$ cat src/rtl/wb_arbiter.sv
// rtl/wb_arbiter.sv - round-robin writeback arbiter feeding the issue stage
//
// Purpose:
//   Accepts completed scalar results from NUM_FU functional units over a
//   valid/ready handshake. Each unit has a one-entry holding register.
//   One full entry per cycle is chosen round-robin and loaded into a
//   registered writeback bundle. Issue uses that bundle to clear
//   scoreboard/FUST state and to write the register file.
//
// Optional feature:
//   WB_STALL_CNT_EN - adds output wb_stall_cnt, a saturating 32-bit count
//   of cycles in which at least one holding register is full but not
//   granted.
//
// Ports:
//   CLK, nRST     clock, asynchronous active-low reset
//   fu_valid      per-FU result valid
//   fu_ready      per-FU holding register can accept (combinational)
//   fu_rd         per-FU destination register, FU i at [i*REG_W +: REG_W]
//   fu_data       per-FU result data, FU i at [i*DATA_W +: DATA_W]
//   fu_wen        per-FU register-write enable
//   freeze        hold writeback outputs, no new grant
//   wb_valid      writeback bundle valid
//   wb_wen        register write enable (qualified by wb_valid)
//   wb_rd         destination register
//   wb_fu         index of the producing FU
//   wb_stall_cnt  stall cycle counter (WB_STALL_CNT_EN only)
//   s_wdata       writeback data

module wb_arbiter #(
    parameter int NUM_FU = 4,
    parameter int DATA_W = 32,
    parameter int REG_W  = 5,
    parameter int FU_W   = 2
) (
    input  logic                     CLK,
    input  logic                     nRST,
    input  logic [NUM_FU-1:0]        fu_valid,
    output logic [NUM_FU-1:0]        fu_ready,
    input  logic [NUM_FU*REG_W-1:0]  fu_rd,
    input  logic [NUM_FU*DATA_W-1:0] fu_data,
    input  logic [NUM_FU-1:0]        fu_wen,
    input  logic                     freeze,
    output logic                     wb_valid,
    output logic                     wb_wen,
    output logic [REG_W-1:0]         wb_rd,
    output logic [FU_W-1:0]          wb_fu,
`ifdef WB_STALL_CNT_EN
    output logic [31:0]              wb_stall_cnt,
`endif
    output logic [DATA_W-1:0]        s_wdata
);

    // Holding registers, one entry per functional unit
    logic [NUM_FU-1:0] r_full;
    logic [NUM_FU-1:0] r_wen;
    logic [REG_W-1:0]  r_rd   [NUM_FU];
    logic [DATA_W-1:0] r_data [NUM_FU];

    // Round-robin pointer: index scanned first on the next grant
    logic [FU_W-1:0]   r_rr;

    // Registered writeback bundle
    logic              r_wb_valid;
    logic              r_wb_wen;
    logic [REG_W-1:0]  r_wb_rd;
    logic [FU_W-1:0]   r_wb_fu;
    logic [DATA_W-1:0] r_wb_data;

    logic [NUM_FU-1:0] w_grant;
    logic [FU_W-1:0]   w_gnt_idx;
    logic              w_any;
    logic [FU_W-1:0]   w_rr_next;
    logic [NUM_FU-1:0] w_accept;

    // (base + off) mod NUM_FU; NUM_FU need not be a power of two
    function automatic logic [FU_W-1:0] wrap_idx(input logic [FU_W-1:0] base, input int off);
        return FU_W'((int'(base) + off) % NUM_FU);
    endfunction

    // Grant: first full entry at or after r_rr, wrapping. Nothing is granted
    // while frozen, so the output bundle and the pointer both hold.
    always_comb begin
        w_grant   = '0;
        w_gnt_idx = '0;
        w_any     = 1'b0;
        for (int j = 0; j < NUM_FU; j++) begin
            if (!w_any && !freeze && r_full[wrap_idx(r_rr, j)]) begin
                w_any     = 1'b1;
                w_gnt_idx = wrap_idx(r_rr, j);
            end
        end
        if (w_any) begin
            w_grant[w_gnt_idx] = 1'b1;
        end
        w_rr_next = wrap_idx(w_gnt_idx, 1);
    end

    // An entry can take a new result when it is empty or draining this
    // cycle. w_grant is already zero under freeze. fu_valid is deliberately
    // not used here, so there is no combinational valid->ready path.
    assign fu_ready = ~r_full | w_grant;
    assign w_accept = fu_valid & fu_ready;

    // Holding registers. A same-cycle drain and refill leaves the entry
    // full with the new contents, so capture takes priority over clear.
    always_ff @(posedge CLK or negedge nRST) begin
        if (!nRST) begin
            r_full <= '0;
            r_wen  <= '0;
            for (int i = 0; i < NUM_FU; i++) begin
                r_rd[i]   <= '0;
                r_data[i] <= '0;
            end
        end else begin
            for (int i = 0; i < NUM_FU; i++) begin
                if (w_accept[i]) begin
                    r_full[i] <= 1'b1;
                    r_wen[i]  <= fu_wen[i];
                    r_rd[i]   <= fu_rd[i*REG_W +: REG_W];
                    r_data[i] <= fu_data[i*DATA_W +: DATA_W];
                end else if (w_grant[i]) begin
                    r_full[i] <= 1'b0;
                end
            end
        end
    end

    // Writeback bundle and round-robin pointer. Data fields keep their last
    // value when idle; only valid and wen drop. Under freeze everything holds.
    always_ff @(posedge CLK or negedge nRST) begin
        if (!nRST) begin
            r_rr       <= '0;
            r_wb_valid <= 1'b0;
            r_wb_wen   <= 1'b0;
            r_wb_rd    <= '0;
            r_wb_fu    <= '0;
            r_wb_data  <= '0;
        end else if (w_any) begin
            r_rr       <= w_rr_next;
            r_wb_valid <= 1'b1;
            r_wb_wen   <= r_wen[w_gnt_idx];
            r_wb_rd    <= r_rd[w_gnt_idx];
            r_wb_fu    <= w_gnt_idx;
            r_wb_data  <= r_data[w_gnt_idx];
        end else if (!freeze) begin
            r_wb_valid <= 1'b0;
            r_wb_wen   <= 1'b0;
        end
    end

    assign wb_valid = r_wb_valid;
    assign wb_wen   = r_wb_wen;
    assign wb_rd    = r_wb_rd;
    assign wb_fu    = r_wb_fu;
    assign s_wdata  = r_wb_data;

`ifdef WB_STALL_CNT_EN
    // A cycle counts as a stall when some full entry is left waiting,
    // whether from contention or from freeze.
    logic [31:0] r_stall_cnt;
    logic        w_stall;

    assign w_stall = |(r_full & ~w_grant);

    always_ff @(posedge CLK or negedge nRST) begin
        if (!nRST) begin
            r_stall_cnt <= '0;
        end else if (w_stall && (r_stall_cnt != 32'hFFFF_FFFF)) begin
            r_stall_cnt <= r_stall_cnt + 32'd1;
        end
    end

    assign wb_stall_cnt = r_stall_cnt;
`endif

endmodule
$ cat config.mk
export PLATFORM = sky130hd
export DESIGN_NAME = wb_arbiter
export DESIGN_NICKNAME = d
export VERILOG_FILES = /design/src/rtl/wb_arbiter.sv
export SDC_FILE = /design/constraint.sdc
export NUM_CORES = 1
export LEC_CHECK = 0
export BUFFER_PORTS_ARGS = -buffer_cell sky130_fd_sc_hd__buf_4
export CORE_UTILIZATION = 50
export DETAILED_ROUTE_END_ITERATION = 6
export PLACE_DENSITY = 0.77
export SLEW_MARGIN = 25
export SYNTH_ARGS = -nofsm -noshare
export SYNTH_HDL_FRONTEND = slang
export SYNTH_SLANG_ARGS = --single-unit
export TNS_END_PERCENT = 50
$ cat constraint.sdc
create_clock -name CLK -period 2.18 [get_ports CLK]
set_input_delay 0.109 -clock CLK [delete_from_list [all_inputs] [get_ports CLK]]
set_output_delay 0.109 -clock CLK [all_outputs]
set_load 0.01 [all_outputs]
=== Yosys cells after proc, flatten, opt, wreduce, memory -nomap -nowiden ===
Cells that the tools add are included.

* Word-level logic and storage cells: 92
* Input bits: 159
* Flip-flop bits (word level): 199

* Order comparisons: 7
* Equal/unequal tests: 1
* Muxes and demuxes: 38
* Reductions and logical operators: 16
* $add $sub $neg: 4
* Bitwise operators: 4

{| class="wikitable"
|+ Operator list
! cell !! number
|-
| $bmux W32 S2 || 1
|-
| $mux W32 || 2
|-
| $mux W1 || 21
|-
| $lt A2 B3 Y1 const B || 5
|-
| $bmux W1 S2 || 5
|-
| $bmux W5 S2 || 1
|-
| $mux W5 || 2
|-
| $logic_and A1 B1 Y1 || 8
|-
| $mux W2 || 4
|-
| $reduce_bool A2 Y1 || 4
|-
| $add A2 B1 Y2 const B || 2
|-
| $add A2 B2 Y2 const B || 2
|-
| $and A4 B4 Y4 || 1
|-
| $logic_not A1 Y1 || 4
|-
| $mux W4 || 1
|-
| $not A4 Y4 || 1
|-
| $or A4 B4 Y4 || 1
|-
| $ge A3 B3 Y1 const B || 1
|-
| $not A2 Y3 || 1
|-
| $demux W1 S2 || 1
|-
| $ge A2 B1 Y1 const B || 1
|-
| $ne A2 B1 Y1 const B || 1
|}

=== Longest topological paths before layout ===
Gate-level depths: netlist of run 1.

* Depth in word-level cells: 24
* Gate-level depth with buffers: 11

=== Least setup slack after synthesis of run 1 ===
Ideal clock, no wire load.

* Path type: register to register
* Start: reg r_rr[1]
* End: reg r_wb_wen (netlist: wb_wen)
* Buffers on the path: 2
* Path slack: -0.123 ns
* Stages on the path, launching flop included: 9
* Arrival time: 2.182 ns
* Path through: dfrtp_1 > buf_6 > buf_6 > nor2b_1 > o221a_2 > and3_1 > nor2_2 > mux4_2 > a22o_1

* Longest elaborated chain between the ends: 19
* Elaborated cells on any way between the ends: 33
* Classes of those cells: 3 x add/sub; 1 x eq/ne; 19 x mux; 10 x reduce/logical

{| class="wikitable"
|+ RTL lines
! element !! RTL line !! RTL
|-
| from (decl) || 61 || <nowiki>logic [FU_W-1:0] r_rr;</nowiki>
|-
| from (signal assigned) || 140 || <nowiki>r_rr <= w_rr_next;</nowiki>
|-
| $bmux W1 S2 || 88 || <nowiki>if (!w_any && !freeze && r_full[wrap_idx(r_rr, j)]) begin</nowiki>
|-
| $mux W1 (implied by the code) || 88 ||
|-
| $logic_and A1 B1 Y1 || 88 ||
|-
| $mux W1 || 88 ||
|-
| $logic_not A1 Y1 || 88 ||
|-
| $logic_and A1 B1 Y1 (2 in a row) || 88 ||
|-
| $mux W1 || 88 ||
|-
| $logic_not A1 Y1 || 88 ||
|-
| $logic_and A1 B1 Y1 (2 in a row) || 88 ||
|-
| $mux W1 || 88 ||
|-
| $logic_not A1 Y1 || 88 ||
|-
| $logic_and A1 B1 Y1 (2 in a row) || 88 ||
|-
| $mux W2 || 88 ||
|-
| $bmux W1 S2 || 142 || <nowiki>r_wb_wen <= r_wen[w_gnt_idx];</nowiki>
|-
| $mux W1 (implied by the code) || 142 ||
|-
| $mux W1 || 139 || <nowiki>end else if (w_any) begin</nowiki>
|-
| to (signal assigned) || 142 ||
|-
| to (decl) || 65 || <nowiki>logic r_wb_wen;</nowiki>
|}

Parallel ways exist; a longest one is shown, timed or not. The select of a mux whose other input is x is not followed.
A chain may end at the register's enable or synchronous reset.

=== Worst setup path in the final report of run 1 ===
* Start: reg r_rr[0]
* End: reg r_wb_data[31] (netlist: s_wdata[31])

* Longest elaborated chain between the ends: 20
* Elaborated cells on any way between the ends: 33
* Classes of those cells: 3 x add/sub; 19 x mux; 1 x bitwise; 10 x reduce/logical

{| class="wikitable"
|+ RTL lines
! element !! RTL line !! RTL
|-
| $bmux W1 S2 || 88 ||
|-
| $mux W1 (implied by the code) || 88 ||
|-
| $logic_and A1 B1 Y1 || 88 ||
|-
| $mux W1 || 88 ||
|-
| $logic_not A1 Y1 || 88 ||
|-
| $logic_and A1 B1 Y1 (2 in a row) || 88 ||
|-
| $mux W1 || 88 ||
|-
| $logic_not A1 Y1 || 88 ||
|-
| $logic_and A1 B1 Y1 (2 in a row) || 88 ||
|-
| $mux W1 || 88 ||
|-
| $logic_not A1 Y1 || 88 ||
|-
| $logic_and A1 B1 Y1 (2 in a row) || 88 ||
|-
| $mux W2 || 88 ||
|-
| $not A2 Y3 (implied by the code) || 145 || <nowiki>r_wb_data <= r_data[w_gnt_idx];</nowiki>
|-
| $bmux W32 S2 || 145 ||
|-
| $mux W32 (implied by the code) (2 in a row) || 145 ||
|-
| to (signal assigned) || 145 ||
|-
| to (decl) || 68 || <nowiki>logic [DATA_W-1:0] r_wb_data;</nowiki>
|}

Parallel ways exist; a longest one is shown, timed or not. The select of a mux whose other input is x is not followed.

==> results of run 1 <==
-- registers in the layout (all words and copies together) (netlist names), 2 cells and up --
name	cells
wb_rd	5
r_rd	20
s_wdata	32
r_wen	4
r_rr	2
r_full	4
wb_fu	2
r_data	128
-- cells in the mapped netlist, types with 20 or more instances --
master / number
mux2_4: 20
o31ai_1: 35
buf_2: 28
dfrtp_1: 199
clkbuf_1: 57
nand2_1: 161
mux2_2: 37
a211oi_1: 71
mux2_1: 21
nand2b_1: 42
o211ai_1: 81
o22ai_1: 38
and3_1: 73
-- cell families (layout without fill, tap and decap cells) --
family | after synthesis | count (layout)
DFF | 199 | 199
buffers and inverters | 103 | 568
AOI/OAI and AO/OA | 251 | 251
muxes | 82 | 82
and+or+nand+nor | 299 | 299
-- worst max-delay path, cell delays in order (launching register included) --
cell and delay, ps:
dfrtp_2 480, buf_6 160, nor2b_2 170, buf_4 140, a21oi_4 180, o21ai_2 110, buf_4 160, nor2_4 150
buf_6 130, buf_4 160, mux2i_1 570, o221ai_1 220
-- what timing repair did --
item,in CTS,in global routing
hold endpoints to repair,207,0
gates cloned,11,7
hold buffers,155,0
pin swaps,48,71
setup endpoints to repair,202,201
setup buffers,49,13
resized for setup,139,95
-- layer usage --
layer	vias up	global-route usage, %	share of wire, %	wire [um]
li1	4343	-	-	-
met1	5171	44.6	36	14700
met2	859	63.2	49	20300
met3	252	7.23	9.3	3830
met4	0	19.2	5.8	2390
met5	-	0	0	0
-- stage by stage --
step	utilization, %	setup WS (ps)
floorplan	-	-123
global placement	64.7	-404
detailed placement	64.7	-427
CTS	82.8	-310
global route	85.9	-619
finish	85.9	-611
-- power groups by stage --
stage | logic [W] | clock network (W) | registers [W]
5_1_grt | 0.0198 | 0.00336 | 0.00728
2_1_floorplan | 0.00765 | 0 | 0.00663
3_5_place_dp | 0.0122 | 0 | 0.00687
3_3_place_gp | 0.0120 | 0 | 0.00681
4_1_cts | 0.0161 | 0.00321 | 0.00684
6_report | 0.0190 | 0.00324 | 0.00716
-- cells in the final DEF, fill, tap and decap left out, types with 3 or more instances in the layout --
cell	synthesis	final
a211oi_1	71	31
a211oi_2	0	36
a211oi_4	0	4
a21boi_4	0	3
and3_1	73	71
buf_12	0	30
buf_16	0	8
buf_4	2	287
buf_6	8	35
buf_8	0	5
clkbuf_16	0	24
clkinv_4	0	4
dfrtp_1	199	194
dfrtp_2	0	5
dlygate4sd3_1	0	155
inv_1	8	4
inv_2	0	3
inv_6	0	4
inv_8	0	3
mux2_1	21	5
mux2_2	37	34
mux2_4	20	39
mux2i_1	3	3
nand2_1	161	154
nand2_2	0	6
nand2b_1	42	41
o211ai_1	81	81
o22ai_2	0	28
o22ai_4	0	8
o31ai_1	35	34
-- how the worst max path moves through the flow --
stage                         from                      end  cells past startpoint
4_1_cts        r_rr[1]$_DFFE_PN0P_              fu_ready[1]                     11
2_1_floorplan  r_rr[1]$_DFFE_PN0P_       wb_wen$_DFFE_PN0P_                      8
6_report       r_rr[0]$_DFFE_PN0P_  s_wdata[31]$_DFFE_PN0P_                     11
5_1_grt        r_rr[0]$_DFFE_PN0P_  s_wdata[31]$_DFFE_PN0P_                     11
3_5_place_dp   r_rr[1]$_DFFE_PN0P_  r_data[103]$_DFFE_PN0P_                      8
3_3_place_gp   r_rr[1]$_DFFE_PN0P_  r_data[110]$_DFFE_PN0P_                      7
-- area by class of cell --
cell class              instances  area, um^2  share of cell area, %
flip-flops and latches        199        4990                   30.6
inverters                       8        32.5                  0.200
clock buffers                  17         425                   2.61
well taps                     260         325                   2.00
multi-input cells             632        5170                   31.7
clock inverters                15         163                  0.999
repair buffers                528        5180                   31.8
==> flow_summary_export.csv, run 1 <==
group,metric,value,unit
run_status,outcome,"finished, violations left",
run_status,violations,"negative setup slack",
clock_tree,clk_pin_slew_worst_paths,90,ps
power,swShare,41.9,%
synthesis,seq_area_frac_synth,50.7,%
setup_path,cp.required,2490,ps
power,vdd_drop_max,1.11,mV
power,report.power.total,0.0294,W
setup_path,critical_path_class,"flop to flop",
synthesis,syn_inst,934,
global_routing,grt_pass1_wl,56800,um
timing,rsz0062_at_grt,"yes",
synthesis,synth_top_area_share,50.7,%
synthesis,synthesis.nets,1093,
floorplan,start_util,51.8,%
power,powerDensity,1810,nW/um^2
synthesis,ys_top_cells_by_area,"dfrtp_1 (51%), o211ai_1 (6.2%), nand2_1 (6.2%)",
clock_tree,cts_sinks,199,
cells_and_area,final_cell_area,16300,um^2
power,clkPwrFrac,11.0,%
drt,avgRoutedWirePerCell,24.9,um
timing,setup_viol_count_final,202,
synthesis,synth-edff-count,0,
worst_hold_path,min_path_cells,3,
global_routing,grt_max_degree,78,
timing,fin_crit,2790,ps
drt,drt_pass1_iterations,6,
timing,timing.final.ws_setup,-611,ps
drt,routed_via_density,6.40,
synthesis,synth_cell_types,49,
clock_tree,clk_latency,450,ps
cells_and_area,areaGrowthSynthToFinish,65.9,%
timing,finalHoldViolCount,0,
power,leakage,7.33,nW
setup_path,crit_path_start_kind,"flop",
cells_and_area,instances_no_fill,1659,
clock_tree,cts_buffer_depth,2,
power,p_sw,0.0123,W
placed_design,finalWeightedCongestion,0.836,
placed_design,place_area,12300,um^2
timing,min_period_over_period,128,%
timing,tns,-77880,ps
job,drv_cap,0,
clock_tree,root_buffer,"clkbuf_16",
drt,remaining_drc_errors,0,
drt,vias,10600,
setup_path,worst_setup_path_end_kind,"flop",
power,internal_power,0.0171,W
worst_hold_path,hold_end,"wb_wen$_DFFE_PN0P_",
floorplan,die_x,142,um
cells_and_area,num_antenna_cells,0,
worst_hold_path,hold_class,"input port to flop",
placed_design,placement.io_buffers,203,
synthesis,synthFlopType,"dfrtp_1",
global_routing,grt_use_total,37.1,%
synthesis,synthSimpleGateAreaFrac,15.3,%
floorplan,std_cell_rows,50,
timing,fin_worst_skew,21.3,ps
synthesis,synthXorXnorAreaFrac,0,%
setup_path,arrival,3100,ps
setup_path,cp_max_fo,6,
synthesis,synth-seq-cells,199,
floorplan,ios,204,
synthesis,synthArstFlopShare,100,%
floorplan,placeableCoreArea,19000,um^2
setup_path,reg2reg_to,"s_wdata[31]$_DFFE_PN0P_",
power,power.sequential.fraction,24.3,%
floorplan,die_y,142,um
cells_and_area,drive_above_1_share,43.0,%
setup_path,worst-r2r-setup-slack,-610,ps
global_routing,grt_pass1_vias,10500,
floorplan,dieArea,20200,um^2
clock_tree,numCtsBuffers,17,
drt,drt-total-wl,41200,um
power,p_comb_share,64.7,%
synthesis,synth_top_area_cell,"dfrtp_1",
synthesis,syn-cell-area,9810,um^2
synthesis,synth-adder-area-share,0,%
timing,finalMaxSlewViolations,0,
synthesis,synth-warning-count,0,
synthesis,synth_top_family_by_area,"compound AO/OA/AOI/OAI gates",
timing,fmax,358,MHz
placed_design,dp.cells,1400,
global_routing,overflow,0,
timing,tightest_slew,696,ps
placed_design,dp_hpwl,18800,um
synthesis,synth-compound-area-share,18.8,%
worst_hold_path,hold_start,"freeze",
global_routing,antenna_found_initial,0,
synthesis,synth_mux_area_share,10.3,%
timing,slew_headroom,53.6,%
synthesis,syn_area_per_cell,10.5,um^2
timing,holdWs,176,ps
setup_path,regToRegStartpoint,"r_rr[0]$_DFFE_PN0P_",
setup_path,ff2ff_path_depth,11,
drt,drt_iter0_drc,1220,
clock_tree,cts_htree_levels,4,
clock_tree,cts_tree,"built",
cells_and_area,fillers,820,
drt,ant_nets,0,
cells_and_area,final_nets,1545,
No activity file was read; power rests on OpenSTA's default activity.
==> inputs of run 2 (changes only) <==
Settings changed: CORE_UTILIZATION 50 to 60, HOLD_SLACK_MARGIN set to 0.12, PLACE_DENSITY 0.77 to 0.86.
Clock period 2.18 ns to 3.5 ns, I/O delays scaled along.
==> flow_summary_export.csv, run 2 (synthesis gave the netlist of run 1 again) <==
group,metric,value,unit
drt,drt_iter0_drc,1020,
power,p_sw,0.00589,W
drt,ant_nets,0,
floorplan,die_x,130,um
global_routing,grt_use_total,42.3,%
floorplan,std_cell_rows,46,
cells_and_area,instances_no_fill,1472,
power,internal_power,0.00779,W
power,vdd_drop_max,0.611,mV
run_status,outcome,"complete, no violations",
drt,remaining_drc_errors,0,
cells_and_area,seq_area,4980,um^2
global_routing,overflow,0,
timing,tightest_slew,975,ps
cells_and_area,fin_util,85.7,%
setup_path,worst_setup_path_end_kind,"output port",
timing,timing.final.ws_setup,81.3,ps
cells_and_area,layout_common_cells,"buf_4 (221), dfrtp_1 (198), nand2_1 (160)",
cells_and_area,top_register,"r_data",
placed_design,pre_cts_slack,517,ps
timing,holdWs,242,ps
drt,vias,9536,
drt,drt_pass1_iterations,7,
global_routing,grt_max_degree,114,
setup_path,arrival,3240,ps
power,swShare,43.1,%
global_routing,antenna_found_initial,2,
cells_and_area,drive_above_1_share,26.8,%
placed_design,dp_hpwl,17300,um
setup_path,crit_path_start_kind,"flop",
drt,avgRoutedWirePerCell,23.3,um
floorplan,die_y,130,um
worst_hold_path,hold_class,"input port to flop",
timing,setup_viol_count_final,0,
cells_and_area,areaGrowthSynthToFinish,39.2,%
timing,slew_headroom,35.0,%
setup_path,critical_path_class,"flop to output port",
cells_and_area,multiInputGateArea,4430,um^2
clock_tree,cts_tree,"built",
global_routing,grt_pass1_wl,53000,um
timing,fin_worst_skew,9.10,ps
clock_tree,clk_latency,440,ps
drt,routed_via_density,6.48,
setup_path,critPathSlowestCell,"dfrtp_1",
timing,rsz0062_at_grt,"yes",
timing,finalMaxSlewViolations,0,
clock_tree,numCtsBuffers,17,
setup_path,cp.required,3320,ps
power,leakage,6.12,nW
timing,min_period_over_period,97.7,%
clock_tree,root_buffer,"clkbuf_16",
clock_tree,cts_htree_levels,4,
cells_and_area,largest_reg_flops,128,
clock_tree,clk_pin_slew_worst_paths,80,ps
power,p_comb_share,52.5,%
setup_path,cp_max_fo,21,
timing,finalHoldViolCount,0,
placed_design,placement.io_buffers,203,
cells_and_area,layout_commonest_cell,"buf_4",
power,powerDensity,1000,nW/um^2
clock_tree,cts_sinks,199,
setup_path,cp_cell_sequence,"nor2b_1 -> o211ai_1 -> and4_1 -> a21o_2 -> a21boi_4 -> buf_16 -> inv_1 -> buf_4",
power,report.power.total,0.0137,W
cells_and_area,fillers,772,
placed_design,finalWeightedCongestion,0.861,
timing,fmax,293,MHz
floorplan,dieArea,16900,um^2
clock_tree,cts_buffer_depth,2,
global_routing,grt_pass1_vias,9911,
setup_path,critPathMaxStageDelay,670,ps
floorplan,ios,204,
cells_and_area,final_nets,1400,
placed_design,dp.cells,1282,
drt,drt-total-wl,34300,um
floorplan,placeableCoreArea,15900,um^2
job,drv_cap,0,
timing,fin_crit,3420,ps
power,power.sequential.fraction,32.3,%
power,clkPwrFrac,15.1,%
floorplan,start_util,61.6,%
## run 2: cell type report
cell class              instances  share of cell area, %
clock buffers                  19                   3.24
multi-input cells             632                   32.4
inverters                       8                  0.220
diodes                          2                 0.0366
well taps                     216                   1.98
flip-flops and latches        199                   36.5
clock inverters                13                   1.24
repair buffers                383                   24.4
## run 2: final timing paths
check	cells past startpoint	slack, ps	start	end
setup / recovery	8	80	r_rr[1]$_DFFE_PN0P_	fu_ready[2]
hold / removal	3	240	fu_valid[3]	r_data[7]$_DFFE_PN0P_
setup reg to reg	7	400	r_rr[1]$_DFFE_PN0P_	r_data[26]$_DFFE_PN0P_
hold reg to reg	1	500	r_data[101]$_DFFE_PN0P_	r_data[101]$_DFFE_PN0P_
max in group asynchronous	3	2150	nRST	r_data[88]$_DFFE_PN0P_
min in group asynchronous	2	400	nRST	r_data[122]$_DFFE_PN0P_
## run 2: metrics by stage
| step | setup TNS (ps) | instance area [um^2] |
|---|---|---|
| final | 0 | 13700 |
| after global routing | -78.4 | 13700 |
| after CTS | 0 | 13600 |
| after detailed placement | 0 | 11500 |
| after global placement | 0 | 11400 |
| after floorplan | 0 | 9810 |
## run 2: critical path: cells and delay by family, from the launching register on
kind	cells	cell delay (ps)
AO/OA/AOI/OAI	3	1130
flip-flops	1	670
AND/OR/NAND/NOR	2	510
buffers and inverters	3	470
## run 2: repair_timing
| item | 4_1_cts | 5_1_grt |
|---|---|---|
| hold endpoints to repair | 267 | 0 |
| hold buffers | 156 | 0 |
| resized for setup | 0 | 1 |
| buffers inserted | 0 | 0 |
| setup endpoints to repair | 0 | 2 |
## run 2: power by group through the flow
stage,sequential [W],combinational (W),clock (W)
global route,0.00451,0.00767,0.00215
detailed placement,0.00430,0.00661,0
finish,0.00442,0.00719,0.00207
global placement,0.00425,0.00629,0
CTS,0.00429,0.00683,0.00207
floorplan,0.00413,0.00465,0
## run 2: layer usage
metal,track usage [%],vias up,wire length (um)
met1,50.2,4659,12300
li1,-,4034,-
met3,10.0,156,3100
met4,26.9,0,1870
met2,69.7,687,17000
met5,0,-,0
